$ cat src/rtl/hdsiso_pkg.sv
// -----------------------------------------------------------------------------
// hdsiso_pkg
// Shared definitions for the parametrised hyper-dense SISO delay line:
//   - default LFSR feedback mask and seed
//   - source-select encoding
//   - johnson_next()   : one step of a jw-bit Johnson (twisted-ring) counter
//   - johnson_decode() : Johnson state -> phase number 0 .. 2*jw-1
//   - lfsr_next()      : one step of a right-shifting Galois LFSR
// The helpers work on 32-bit containers so one function serves every
// parameterisation; callers cast in and out of their own widths.
// -----------------------------------------------------------------------------
package hdsiso_pkg;

  // x^8 + x^6 + x^5 + x^4 + 1 : maximal length (period 255) for an 8-bit LFSR
  localparam logic [7:0] LFSR_TAPS_DEF = 8'hB8;
  localparam logic [7:0] LFSR_SEED_DEF = 8'h01;

  // Data source feeding the banks
  typedef enum logic {
    SRC_EXT  = 1'b0,  // external serial input
    SRC_LFSR = 1'b1   // internal generator, checker armed
  } src_sel_e;

  // Shift left, feeding back the inverted msb; bits above jw are forced to 0.
  function automatic logic [31:0] johnson_next(input logic [31:0] j, input int jw);
    logic [31:0] mask;
    mask = (32'h1 << jw) - 32'h1;  // jw == 32 wraps to all ones
    return ((j << 1) | {31'b0, ~j[jw-1]}) & mask;
  endfunction

  // While filling with ones (lsb set, or all zero) the phase is the number of
  // ones; while draining (lsb clear, not all zero) it is 2*jw minus that count.
  function automatic int johnson_decode(input logic [31:0] j, input int jw);
    int ones;
    ones = 0;
    for (int i = 0; i < 32; i++) begin
      if (i < jw) ones += int'(j[i]);
    end
    if (j[0] || (ones == 0)) return ones;
    return (2 * jw) - ones;
  endfunction

  // Galois form: shift right, XOR the tap mask in when the bit shifted out is 1.
  function automatic logic [31:0] lfsr_next(input logic [31:0] state, input logic [31:0] taps);
    return (state >> 1) ^ (state[0] ? taps : 32'h0);
  endfunction

endpackage

$ cat src/rtl/lfsr_n.sv
// -----------------------------------------------------------------------------
// lfsr_n
// Generic Galois LFSR (W <= 32) with clock enable and synchronous restart.
// Used twice in hdsiso_siso_n: as the pattern generator and as the checker's
// reference copy.
//
// Ports:
//   clk        in   1  clock, rising edge
//   rst        in   1  asynchronous active-high reset, loads SEED
//   en_i       in   1  advance one step
//   restart_i  in   1  load SEED (wins over en_i)
//   state_o    out  W  current register state
// -----------------------------------------------------------------------------
module lfsr_n
  import hdsiso_pkg::*;
#(
  parameter int            W    = 8,
  parameter logic [W-1:0]  TAPS = W'(LFSR_TAPS_DEF),
  parameter logic [W-1:0]  SEED = W'(LFSR_SEED_DEF)
) (
  input  logic         clk,
  input  logic         rst,
  input  logic         en_i,
  input  logic         restart_i,
  output logic [W-1:0] state_o
);

  logic [W-1:0] state_q;
  logic [W-1:0] state_d;

  always_comb begin
    // NOTE: next-state starts from the held value so every path assigns it;
    // leaving a path unassigned in combinational logic would infer a latch.
    state_d = state_q;
    if (restart_i) begin
      state_d = SEED;
    end else if (en_i) begin
      state_d = W'(lfsr_next(32'(state_q), 32'(TAPS)));
    end
  end

  // NOTE: registers use non-blocking assignment so all flops sample their
  // inputs from before the edge, independent of statement order.
  always_ff @(posedge clk or posedge rst) begin
    if (rst) begin
      state_q <= SEED;
    end else begin
      state_q <= state_d;
    end
  end

  assign state_o = state_q;

endmodule

$ cat src/rtl/hdsiso_siso_n.sv
// -----------------------------------------------------------------------------
// hdsiso_siso_n
// Parametrised hyper-dense SISO delay line. Serial bits are dealt round-robin
// over P = 2*JW shift banks of BANK_DEPTH bits; a JW-bit Johnson counter picks
// the bank, so only one bank shifts per enabled edge. Total delay is
// DEPTH = P*BANK_DEPTH enabled edges. An internal LFSR can replace the
// external input, and a reference LFSR plus checker counts corrupted bits.
//
// Ports:
//   CLK          in   1      clock, all state on rising edge
//   RESET        in   1      asynchronous active-high reset
//   EN           in   1      shift enable; delays count enabled edges only
//   DIN_SEL      in   1      0: D_IN source, 1: internal LFSR + checker
//   D_IN         in   1      external serial data
//   INJ          in   1      inverts the bit entering the banks
//   CLR_ERR      in   1      synchronous clear of ERR_CNT / ERR_FLAG
//   D_OUT        out  1      delayed serial data (registered)
//   JOHNSON      out  JW     Johnson counter state
//   PULSES       out  2*JW   one-hot phase decode of JOHNSON
//   LFSR_BIT     out  1      generator LFSR bit 0
//   LFSR_PERIOD  out  1      generator state equals the seed
//   PRIMED       out  1      checker armed
//   ERR_CNT      out  ERR_W  saturating mismatch count
//   ERR_FLAG     out  1      sticky mismatch flag
// -----------------------------------------------------------------------------
module hdsiso_siso_n
  import hdsiso_pkg::*;
#(
  parameter int                 JW         = 4,
  parameter int                 BANK_DEPTH = 4,
  parameter int                 LFSR_W     = 8,
  parameter logic [LFSR_W-1:0]  LFSR_TAPS  = LFSR_W'(LFSR_TAPS_DEF),
  parameter logic [LFSR_W-1:0]  LFSR_SEED  = LFSR_W'(LFSR_SEED_DEF),
  parameter int                 ERR_W      = 8
) (
  input  logic              CLK,
  input  logic              RESET,
  input  logic              EN,
  input  logic              DIN_SEL,
  input  logic              D_IN,
  input  logic              INJ,
  input  logic              CLR_ERR,
  output logic              D_OUT,
  output logic [JW-1:0]     JOHNSON,
  output logic [2*JW-1:0]   PULSES,
  output logic              LFSR_BIT,
  output logic              LFSR_PERIOD,
  output logic              PRIMED,
  output logic [ERR_W-1:0]  ERR_CNT,
  output logic              ERR_FLAG
);

  localparam int P     = 2 * JW;
  localparam int DEPTH = P * BANK_DEPTH;
  localparam int PH_W  = (P > 1) ? $clog2(P) : 1;
  localparam int PC_W  = $clog2(DEPTH + 2);
  // First D_OUT value guaranteed to come from the current source is the one
  // loaded on enabled edge DEPTH after a restart, so arm one edge later.
  localparam logic [PC_W-1:0] PRIME_MAX = PC_W'(DEPTH + 1);

  // ---------------------------------------------------------------------------
  // State
  // ---------------------------------------------------------------------------
  logic [JW-1:0]                  j_q,        j_d;
  logic [P-1:0][BANK_DEPTH-1:0]   bank_q,     bank_d;
  logic                           d_out_q,    d_out_d;
  src_sel_e                       din_sel_q,  din_sel_d;
  logic [PC_W-1:0]                prime_q,    prime_d;
  logic [ERR_W-1:0]               err_cnt_q,  err_cnt_d;
  logic                           err_flag_q, err_flag_d;

  logic [LFSR_W-1:0] gen_state;
  logic [LFSR_W-1:0] ref_state;

  logic [PH_W-1:0] phase;
  logic            restart;
  logic            shift_en;
  logic            src_bit;
  logic            primed;
  logic            check_en;
  logic            mismatch;

  // ---------------------------------------------------------------------------
  // Control decode
  // ---------------------------------------------------------------------------
  assign din_sel_d = src_sel_e'(DIN_SEL);

  // A change of source resynchronises generator and reference; the datapath
  // freezes for that one edge so EN is ignored there.
  assign restart   = (din_sel_d != din_sel_q);
  assign shift_en  = EN & ~restart;

  assign phase     = PH_W'(johnson_decode(32'(j_q), JW));

  // Sampled directly at the edge: no input register in front of the banks.
  assign src_bit   = ((din_sel_d == SRC_LFSR) ? gen_state[0] : D_IN) ^ INJ;

  assign primed    = DIN_SEL & (prime_q == PRIME_MAX);
  assign check_en  = shift_en & primed;
  assign mismatch  = check_en & (d_out_q ^ ref_state[0]);

  // ---------------------------------------------------------------------------
  // Next state
  // ---------------------------------------------------------------------------
  always_comb begin
    j_d        = j_q;
    bank_d     = bank_q;
    d_out_d    = d_out_q;
    prime_d    = prime_q;
    err_cnt_d  = err_cnt_q;
    err_flag_d = err_flag_q;

    if (shift_en) begin
      j_d           = JW'(johnson_next(32'(j_q), JW));
      // Output takes the bit leaving the active bank before it shifts.
      d_out_d       = bank_q[phase][BANK_DEPTH-1];
      bank_d[phase] = (bank_q[phase] << 1) | BANK_DEPTH'(src_bit);
    end

    // Banks are not flushed on restart: the priming delay outlasts stale data.
    if (restart) begin
      prime_d = '0;
    end else if (EN && (prime_q != PRIME_MAX)) begin
      prime_d = prime_q + PC_W'(1);
    end

    // Clear has priority over a mismatch on the same edge.
    if (CLR_ERR) begin
      err_cnt_d  = '0;
      err_flag_d = 1'b0;
    end else if (mismatch) begin
      err_flag_d = 1'b1;
      if (err_cnt_q != '1) begin
        err_cnt_d = err_cnt_q + ERR_W'(1);
      end
    end
  end

  // ---------------------------------------------------------------------------
  // Registers
  // ---------------------------------------------------------------------------
  always_ff @(posedge CLK or posedge RESET) begin
    if (RESET) begin
      j_q        <= '0;
      // NOTE: the banks are a handful of flops, not a RAM, so they take the
      // async reset like everything else and D_OUT starts from known zeros.
      bank_q     <= '0;
      d_out_q    <= 1'b0;
      din_sel_q  <= SRC_EXT;
      prime_q    <= '0;
      err_cnt_q  <= '0;
      err_flag_q <= 1'b0;
    end else begin
      j_q        <= j_d;
      bank_q     <= bank_d;
      d_out_q    <= d_out_d;
      din_sel_q  <= din_sel_d;
      prime_q    <= prime_d;
      err_cnt_q  <= err_cnt_d;
      err_flag_q <= err_flag_d;
    end
  end

  // ---------------------------------------------------------------------------
  // LFSRs: generator runs on every enabled edge, reference only while checking
  // ---------------------------------------------------------------------------
  lfsr_n #(
    .W    (LFSR_W),
    .TAPS (LFSR_TAPS),
    .SEED (LFSR_SEED)
  ) u_gen (
    .clk       (CLK),
    .rst       (RESET),
    .en_i      (EN),
    .restart_i (restart),
    .state_o   (gen_state)
  );

  lfsr_n #(
    .W    (LFSR_W),
    .TAPS (LFSR_TAPS),
    .SEED (LFSR_SEED)
  ) u_ref (
    .clk       (CLK),
    .rst       (RESET),
    .en_i      (check_en),
    .restart_i (restart),
    .state_o   (ref_state)
  );

  // ---------------------------------------------------------------------------
  // Outputs
  // ---------------------------------------------------------------------------
  always_comb begin
    PULSES        = '0;
    PULSES[phase] = 1'b1;
  end

  assign D_OUT       = d_out_q;
  assign JOHNSON     = j_q;
  assign LFSR_BIT    = gen_state[0];
  assign LFSR_PERIOD = (gen_state == LFSR_SEED);
  assign PRIMED      = primed;
  assign ERR_CNT     = err_cnt_q;
  assign ERR_FLAG    = err_flag_q;

endmodule

$ cat config.mk
export PLATFORM = sky130hd
export DESIGN_NAME = hdsiso_siso_n
export DESIGN_NICKNAME = d
export VERILOG_FILES = /design/src/rtl/hdsiso_pkg.sv /design/src/rtl/lfsr_n.sv /design/src/rtl/hdsiso_siso_n.sv
export SDC_FILE = /design/constraint.sdc
export NUM_CORES = 1
export LEC_CHECK = 0
export BUFFER_PORTS_ARGS = -buffer_cell sky130_fd_sc_hd__buf_2
export CAP_MARGIN = 20
export CORE_MARGIN = 1
export CORE_UTILIZATION = 64
export DETAILED_ROUTE_END_ITERATION = 6
export HOLD_SLACK_MARGIN = 0.15
export PLACE_DENSITY_LB_ADDON = 0.15
export REMOVE_ABC_BUFFERS = 1
export SLEW_MARGIN = 10
export SYNTH_ARGS = -nofsm -noshare
export SYNTH_HDL_FRONTEND = slang
export SYNTH_SLANG_ARGS = --single-unit
$ cat constraint.sdc
create_clock -name CLK -period 7.45 [get_ports CLK]
set_clock_uncertainty 0.2 [all_clocks]
set_input_delay 1.1175 -clock CLK [delete_from_list [all_inputs] [get_ports CLK]]
set_output_delay 1.1175 -clock CLK [all_outputs]
set_load 0.1 [all_outputs]
==> impl_metrics.tcl, run 1 <==
set metrics [dict create \
    synth_xor_area_share_pct 4.508 \
    finalHoldViolations 0 \
    first_global_vias 2386 \
    async_reset_ff_share_pct 100.0 \
    crit_path_end_kind "output port" \
    cts_resized 0 \
    clockRootBuffer "clkbuf_8" \
    grt_max_degree 70 \
    fp.dieW_um 75.92 \
    htree_num_levels 3 \
    ctsHoldBuffers 0 \
    viasPerCell 5.774 \
    cts_sinks 69 \
    clockBufferDepth 2 \
    cp.arrival_ns 4.04 \
    synth_ff_type "dfrtp_1" \
    dr.pass1.iters 4 \
    drt-initial-drc-count 158 \
    rsz0062_at_grt "false" \
    cts_setup_buffers 0 \
    maxCapViolCount 0 \
    syn2layout_area_growth_pct 11.77 \
    n_antenna_cell 0 \
    final.setup.tns_ns 0 \
    syn_inst 313 \
    final_cells 420 \
    place_inst 403 \
    cts_tree "done" \
    final_nets 360 \
    path_cells "inv_1, fa_1, inv_1, ha_1, buf_4, inv_1, ha_1, ha_1, nor4b_1, a31oi_4, nor2_1, buf_2" \
    worstMarginPinSlew_ns 0.8357 \
    grt_pass1_wl_mm 11.53 \
    yosys.area_share.simple_pct 14.13 \
    min_path_type "flop to flop" \
    finalWeightedCongestion 0.8033 \
    wirelength_mm 6.727 \
    route.detailed.drc 0 \
    outcome "completed" \
    drive_above_1_share_pct 27.43 \
    antenna_found_initial 0 \
    cp_max_fo 26 \
    yosysWarnings 0 \
    dp_hpwl_mm 4.558 \
    clkLatencyLatePin_ns 0.35 \
    synth_area_per_cell_um2 11.17 \
    crit_type "flop to output port" \
    yosys.area_share.adder_pct 3.077 \
    synth_cell_types 40 \
    grt_usage_pct 25.92 \
    portBuffers 31 \
    grt-ovfl-total 0 \
    initial_core_util_pct 67.61 \
    cts-buffers-inserted 9 \
    ys_seq_area_share_pct 49.45 \
    synthMuxAreaShare_pct 16.64 \
    n_fill_cell 349 \
    post-route-period-util_pct 71.87 \
    synth_compound_area_share_pct 8.623 \
    clk_pin_slew_worst_paths_ns 0.07 \
    worst_ep_required_time_ns 6.13 \
    vias 2425 \
    relSlewSlack_pct 44.29 \
    max_freq_mhz 186.8 \
    fin_crit_ns 5.354 \
    synth_top_family_by_area "multiplexers" \
    slowest_stage "fa_1" \
    start_kind "flop" \
    pin_count 32 \
    finalSetupViolCount 0 \
    syn_area_um2 3497 \
    ant_nets 0 \
    report.final.slew_viol_count 0 \
    die_h_um 75.92 \
    dieArea_um2 5764 \
    synth_edf_count 0 \
    wl_per_cell_um 16.02 \
    num_rows 26 \
    slowest_delay_ns 0.54 \
    timing.hold.ws_ns 0.2904 \
    ys_ff_latch 69 \
    regToRegSetupSlack_ns 3.02 \
    core_area_um2 5172 \
]
[cell usage after synthesis (all sizes together), types with 4 or more instances]
cell type / n / share of area (%)
nor4: 6 / 1.1
nor2: 38 / 4.2
xnor2: 13 / 3.3
a31oi: 4 / 2.4
xor2: 5 / 1.3
dfrtp: 67 / 48
nand3: 12 / 1.7
nand2: 23 / 2.5
buf: 8 / 1.2
mux2: 33 / 11
inv: 16 / 1.7
nand4: 4 / 0.72
o21ai: 8 / 1.1
nor3: 8 / 1.6
mux2i: 21 / 6.0
o221ai: 4 / 1.5
a21oi: 6 / 0.86
o22a: 4 / 1.0
ha: 7 / 2.5
clkbuf: 6 / 0.64
[metrics by stage]
stage / worst slack (ns) / utilization, % / area (um^2)
floorplan: 0.8421 / - / 3432
detailed placement: 2.473 / 71.48 / 3697
global placement: 2.617 / 71.48 / 3697
CTS: 2.081 / 75.42 / 3901
global route: 1.838 / 75.57 / 3909
finish: 2.096 / 75.57 / 3909
[cell families (layout without fill, tap and decap cells)]
family                   after synthesis  after routing
flip-flops                            69             69
adder cells (fa/ha/maj)                8              8
multiplexers                          54             54
buffers and inverters                 30             67
AND/OR/NAND/NOR                      101            101
AO/OA/AOI/OAI                         33             33
XOR/XNOR                              18             18
[placed cells by master, fill, tap and decap left out, types with 2 or more instances in the layout]
cell / Yosys / routed
xor2_1: 5 / 5
ha_1: 7 / 7
dfstp_2: 2 / 2
mux2_2: 32 / 32
nand4_1: 4 / 4
o221ai_2: 3 / 3
nor3_1: 5 / 5
nor2_1: 37 / 37
o21ai_0: 6 / 6
a21oi_1: 6 / 6
nand2_1: 23 / 23
nor4_1: 6 / 6
a31oi_4: 4 / 4
clkinvlp_4: 0 / 2
nand3_1: 12 / 12
dfrtp_1: 67 / 67
clkbuf_1: 6 / 2
mux2i_1: 21 / 21
buf_4: 0 / 4
inv_1: 16 / 15
a211oi_1: 3 / 3
and4_1: 2 / 2
or2_1: 3 / 3
clkbuf_8: 0 / 11
nor4b_1: 2 / 2
xnor2_1: 13 / 13
o22a_1: 4 / 4
buf_2: 4 / 31
nor3_2: 3 / 3
o21ai_1: 2 / 2
[routing by layer]
layer  track usage (%)  wire, um  part of all wire (%)  vias up
li1                  -         -                     -     1160
met1             34.04      3088                    46     1202
met2             42.82      3327                    49       52
met3             4.337       197                   2.9       11
met4             10.96       113                   1.7        0
met5                 0         0                     0        -
[registers in the layout (all words and copies together), names as in the netlist]
name,count
u_ref.state_o,8
JOHNSON,4
ERR_FLAG,1
bank_q,32
D_OUT,1
u_gen.state_o,8
ERR_CNT,8
din_sel_q,1
prime_q,6
[cell type report]
| cell class | count | area (um^2) | area share (%) |
|---|---|---|---|
| sequential | 69 | 1729 | 44.24 |
| multi-input combinational | 214 | 1643 | 42.03 |
| timing repair buffer | 35 | 185.2 | 4.738 |
| clock buffer | 13 | 158.9 | 4.065 |
| tap | 70 | 87.58 | 2.241 |
| inverter | 16 | 60.06 | 1.536 |
| clock inverter | 3 | 45.04 | 1.152 |
[worst max-delay path, delay by kind of cell, from the launching register on]
| family | cells | cell delay (ns) |
|---|---|---|
| buffers and inverters | 5 | 1.10 |
| DFF | 1 | 0.45 |
| adders and majority gates | 4 | 1.38 |
| and+or+nand+nor | 2 | 0.62 |
| AOI/OAI and AO/OA | 1 | 0.13 |
[path summary, 6_finish.rpt]
check / start / endpoint / cells past startpoint
worst max-delay path: JOHNSON[0] / PULSES[2] / 12
worst min-delay path: ERR_FLAG / ERR_FLAG / 2
worst max register to register: JOHNSON[0] / bank_q[19] / 12
worst min register to register: ERR_FLAG / ERR_FLAG / 2
max in group asynchronous: RESET / bank_q[24] / 3
min in group asynchronous: RESET / prime_q[2] / 3
Power of run 1 is left out: the tool's default activity adds up to more than one toggle a clock period on the data nets, which glitch-free logic cannot reach.
==> run 2: changes to the inputs <==
Settings changed: ABC_AREA set to 1, CORE_UTILIZATION 64 to 54.
Clock period 7.45 ns to 4.6 ns, I/O delays scaled along.
==> impl_metrics.tcl, run 2 <==
set metrics [dict create \
    relSlewSlack_pct 45.12 \
    async_reset_ff_share_pct 100.0 \
    vias 3233 \
    worstMarginPinSlew_ns 0.8173 \
    portBuffers 31 \
    cts-buffers-inserted 9 \
    fp.dieW_um 86.45 \
    wirelength_mm 8.069 \
    htree_num_levels 3 \
    dr.pass1.iters 4 \
    route.detailed.drc 0 \
    ant_nets 0 \
    synth_top_area_share_pct 43.53 \
    ctsHoldBuffers 0 \
    top_register "bank_q" \
    r2r_cells 16 \
    outcome "completed" \
    antenna_found_initial 0 \
    crit_path_end "PULSES[5]" \
    cts_resized 0 \
    layout_commonest_cell "nand2_1" \
    max_freq_mhz 235.6 \
    report.final.slew_viol_count 0 \
    dieArea_um2 7474 \
    ys_ff_latch 69 \
    setup_slack_ns 0.3564 \
    core_area_um2 6832 \
    mostFrequentLayoutCells "nand2_1, dfrtp_1, inv_1" \
    finalSetupViolCount 0 \
    syn_area_um2 3851 \
    regToRegSetupSlack_ns 1.22 \
    synth_ff_type "dfrtp_1" \
    p_leak_nw 2.416 \
    clockBufferDepth 2 \
    synth_area_per_cell_um2 7.812 \
    cp_max_fo 6 \
    die_h_um 86.45 \
    power_density_nw_per_um2 723.4 \
    yosys-top-cells-count "nand2_1, dfrtp_1, inv_1" \
    n_fill_cell 594 \
    post-route-period-util_pct 92.25 \
    final_nets 543 \
    cts_setup_buffers 0 \
    crit_path_end_kind "output port" \
    crit_type "flop to output port" \
    syn_inst 493 \
    ff_latch_area_um2 1729 \
    rr_endpoint "bank_q[20]" \
    clkLatencyLatePin_ns 0.35 \
    clockRootBuffer "clkbuf_8" \
    min_path_type "input pin to async pin" \
    cp.arrival_ns 3.35 \
    pin_count 32 \
    wl_per_cell_um 12.83 \
    first_global_vias 3069 \
    syn2layout_area_growth_pct 15.37 \
    maxCapViolCount 0 \
    grt_pass1_wl_mm 14.15 \
    dp_slack_ns 0.7241 \
    viasPerCell 5.140 \
    grt_max_degree 48 \
    finalHoldViolations 0 \
    synth_most_common_cell "nand2_1" \
    num_rows 30 \
    cts_tree "done" \
    synth_edf_count 0 \
    clk_pin_slew_worst_paths_ns 0.07 \
    worst_ep_required_time_ns 3.71 \
    start_kind "flop" \
    multi_input_area_um2 1849 \
    synth_top_cell_by_area "dfrtp_1" \
    r2r_start "JOHNSON[0]" \
    fin_crit_ns 4.244 \
    initial_core_util_pct 56.37 \
    ys_seq_area_share_pct 44.90 \
    timing.hold.ws_ns 0.1255 \
    grt-ovfl-total 0 \
    drt-initial-drc-count 230 \
    grt_usage_pct 24.63 \
    vdd.ir_drop.worst_v 0.0004036 \
    synth_cell_types 33 \
    drive_above_1_share_pct 18.95 \
    n_antenna_cell 0 \
    synth.area.top_cells "dfrtp_1, nand2_1, nand2_4" \
    largest_reg_flops 32 \
    rsz0062_at_grt "false" \
    dp_hpwl_mm 5.753 \
    finalWeightedCongestion 0.8431 \
    yosysWarnings 0 \
    cts_sinks 69 \
    startpoint "JOHNSON[0]" \
]
[run 2: cell types whose count changed after synthesis, moves of 8 or more]
| cell | delta |
|---|---|
| nand3_1 | +13 |
| o22ai_1 | +9 |
| o21ai_0 | +11 |
| clkinv_2 | +8 |
| nand2_4 | +17 |
| inv_1 | +26 |
| nor2_4 | +9 |
| nor2_1 | -18 |
| mux2i_1 | -21 |
| nand2_1 | +184 |
| mux2_2 | -32 |
[run 2: cell families after synthesis]
| logic type | count (synthesis) | share of synthesized area (%) |
|---|---|---|
| compound gates | 44 | 6.823 |
| xor+xnor | 9 | 2.047 |
| fa+ha+maj | 8 | 2.794 |
| buf+inv | 65 | 7.082 |
| flops | 69 | 44.90 |
| simple gates | 298 | 36.35 |
[run 2: layout make-up]
class                      count  area share [%]
clock buffer                  13           3.802
timing repair buffer          35           7.153
sequential                    69           38.92
multi-input combinational    359           41.62
inverter                      54           4.844
clock inverter                 3          0.9575
tap                           96           2.703
[run 2: where the power goes]
part	internal (mW)	switching (mW)	leakage, nW
registers	0.735	0.0821	0.925
clock network	0.294	0.228	0.106
logic	0.540	1.34	1.38
total	1.57	1.65	2.42
[run 2: how the worst min path moves through the flow]
| stage | start | end | slack (ns) | cells past startpoint |
|---|---|---|---|---|
| floorplan | bank_q[13] | bank_q[13] | 0.25 | 2 |
| global placement | bank_q[26] | bank_q[26] | 0.26 | 2 |
| detailed placement | bank_q[23] | bank_q[23] | 0.27 | 2 |
| CTS | u_ref.state_o[1] | u_ref.state_o[0] | 0.28 | 2 |
| global route | RESET | ERR_FLAG | 0.16 | 2 |
| finish | RESET | ERR_FLAG | 0.13 | 2 |
[run 2: metal layers]
layer  vias to the layer above  global-route usage (%)  share of wire (%)  wire [um]
li1                       1619                       -                  -          -
met1                      1518                   33.15                 45       3632
met2                        83                   38.96                 48       3844
met3                        13                   5.143                5.2        422
met4                         0                   10.30                2.1        170
met5                         -                       0                  0          0
[run 2: critical path, stage by stage (launching register included)]
cell and delay (ns):
dfrtp_1 0.44, inv_2 0.07, fa_1 0.53, inv_1 0.05, ha_1 0.18, ha_1 0.29
inv_1 0.05, ha_1 0.18, ha_1 0.24, nor2_4 0.26, nand2_2 0.11, o21ai_4 0.14
nand2_4 0.11, nor2_4 0.17, buf_12 0.20
[run 2: stage by stage]
step | power (mW) | cell area [um^2] | std cells | TNS [ns] | utilization (%)
after global routing | 3.418 | 4443 | 629 | 0 | 65.04
after CTS | 3.235 | 4423 | 628 | 0 | 64.74
final | 3.214 | 4443 | 629 | 0 | 65.04
after global placement | 2.676 | 4212 | 612 | 0 | 61.65
after floorplan | 2.218 | 3794 | 482 | -24.18 | -
after detailed placement | 2.702 | 4212 | 612 | 0 | 61.65
Note: power is estimated with default switching activity, not from simulation.
==> run 3: changes to the inputs <==
Settings changed: BUFFER_PORTS_ARGS -buffer_cell sky130_fd_sc_hd__buf_2 to -buffer_cell sky130_fd_sc_hd__clkbuf_2.
==> impl_metrics.tcl, run 3 (synthesis gave the netlist of run 2 again) <==
set metrics [dict create \
    outcome "completed" \
    dieArea_um2 7474 \
    core_area_um2 6832 \
    grt_usage_pct 24.14 \
    final_nets 542 \
    cts_resized 0 \
    dp_hpwl_mm 5.793 \
    worst_ep_required_time_ns 3.71 \
    grt-ovfl-total 0 \
    vias 3179 \
    regToRegSetupSlack_ns 1.21 \
    crit_family "adder cells" \
    finalHoldViolations 0 \
    initial_core_util_pct 56.37 \
    portBuffers 31 \
    path_buf_inv 4 \
    worstMarginPinSlew_ns 0.8938 \
    path_cells "inv_2, fa_1, inv_1, ha_1, ha_1, inv_1, ha_1, ha_1, nor2_4, nand2_2, o21ai_4, nand2_4, nor2_4, buf_12" \
    slowest_stage "fa_1" \
    cts_sinks 69 \
    setup_slack_ns 0.3286 \
    cp_max_fo 6 \
    clk_pin_slew_worst_paths_ns 0.08 \
    clockRootBuffer "clkbuf_8" \
    drive_above_1_share_pct 18.98 \
    p_leak_nw 2.383 \
    dr.pass1.iters 4 \
    vdd.ir_drop.worst_v 0.0003844 \
    top_register "bank_q" \
    wirelength_mm 8.129 \
    power_density_nw_per_um2 721.8 \
    min_path_type "flop to flop" \
    clkLatencyLatePin_ns 0.36 \
    pin_count 32 \
    dp_slack_ns 0.6951 \
    drt-initial-drc-count 186 \
    wl_per_cell_um 12.94 \
    viasPerCell 5.062 \
    timing.hold.ws_ns 0.2828 \
    ant_nets 0 \
    n_antenna_cell 0 \
    grt_max_degree 43 \
    maxCapViolCount 0 \
    clockBufferDepth 2 \
    post-route-period-util_pct 92.86 \
    n_fill_cell 590 \
    start_kind "flop" \
    grt_pass1_wl_mm 13.81 \
    finalSetupViolCount 0 \
    cts_tree "done" \
    cp.arrival_ns 3.38 \
    cts_setup_buffers 0 \
    cts-buffers-inserted 9 \
    htree_num_levels 3 \
    rsz0062_at_grt "false" \
    final.setup.tns_ns 0 \
    largest_reg_flops 32 \
    num_rows 30 \
    finalPower_mw 3.182 \
    max_freq_mhz 234.1 \
    die_h_um 86.45 \
    fp.dieW_um 86.45 \
    ctsHoldBuffers 0 \
    mostFrequentLayoutCells "nand2_1, dfrtp_1, inv_1" \
    syn2layout_area_growth_pct 14.46 \
    relSlewSlack_pct 40.33 \
    place_inst 612 \
    layout_commonest_cell "nand2_1" \
    crit_type "flop to output port" \
    route.detailed.drc 0 \
    fin_crit_ns 4.271 \
    slowest_delay_ns 0.54 \
    cpMostUsedCell "ha_1" \
    report.final.slew_viol_count 0 \
    first_global_vias 3007 \
    final_cells 628 \
    finalWeightedCongestion 0.8637 \
    antenna_found_initial 0 \
    crit_path_end_kind "output port" \
]
## run 3: cell types whose count changed in the layout (fill, tap and decap cells not counted), sizes merged
cell / before / now
clkinvlp: 1 / 3
clkbuf: 13 / 35
bufinv: 1 / 0
buf: 35 / 11
## run 3: worst reg2reg max path: cells and delay by family, from the launching register on
| family | cells | cell delay (ns) |
|---|---|---|
| AO/OA/AOI/OAI | 2 | 0.20 |
| adder cells (fa/ha/maj) | 5 | 1.42 |
| buffers and inverters | 3 | 0.18 |
| flip-flops | 1 | 0.44 |
| AND/OR/NAND/NOR | 6 | 0.80 |
## run 3: path summary, 6_finish.rpt
check	start	to	cells after the start
worst max-delay path	JOHNSON[0]	PULSES[3]	14
worst min-delay path	bank_q[26]	bank_q[26]	2
worst max register to register	JOHNSON[0]	bank_q[0]	16
worst min register to register	bank_q[26]	bank_q[26]	2
max in group asynchronous	RESET	u_gen.state_o[0]	3
min in group asynchronous	RESET	u_ref.state_o[6]	2
## run 3: routing by layer
metal	vias to the layer above	routed length, um	track usage (%)
met3	8	294	4.190
met1	1498	3796	32.10
li1	1617	-	-
met4	0	69	8.333
met2	56	3969	40.12
met5	-	0	0
## run 3: area by class of cell
type / instances / area [um^2] / area share (%)
well taps: 96 / 120.1 / 2.725
repair buffers: 34 / 297.8 / 6.756
multi-input cells: 359 / 1849 / 41.95
clock buffers: 12 / 165.2 / 3.747
inverters: 54 / 215.2 / 4.882
flip-flops and latches: 69 / 1729 / 39.23
clock inverters: 4 / 31.28 / 0.7096
## run 3: metrics by stage
| stage | area [um^2] | util, % |
|---|---|---|
| finish | 4408 | 64.52 |
| global route | 4408 | 64.52 |
| CTS | 4408 | 64.52 |
| detailed placement | 4212 | 61.65 |
| global placement | 4212 | 61.65 |
| floorplan | 3794 | - |
## run 3: power by group
part           switching (mW)  internal [mW]  total (mW)
clock                   0.243          0.241       0.483
combinational            1.34          0.539        1.88
sequential             0.0828          0.735       0.817
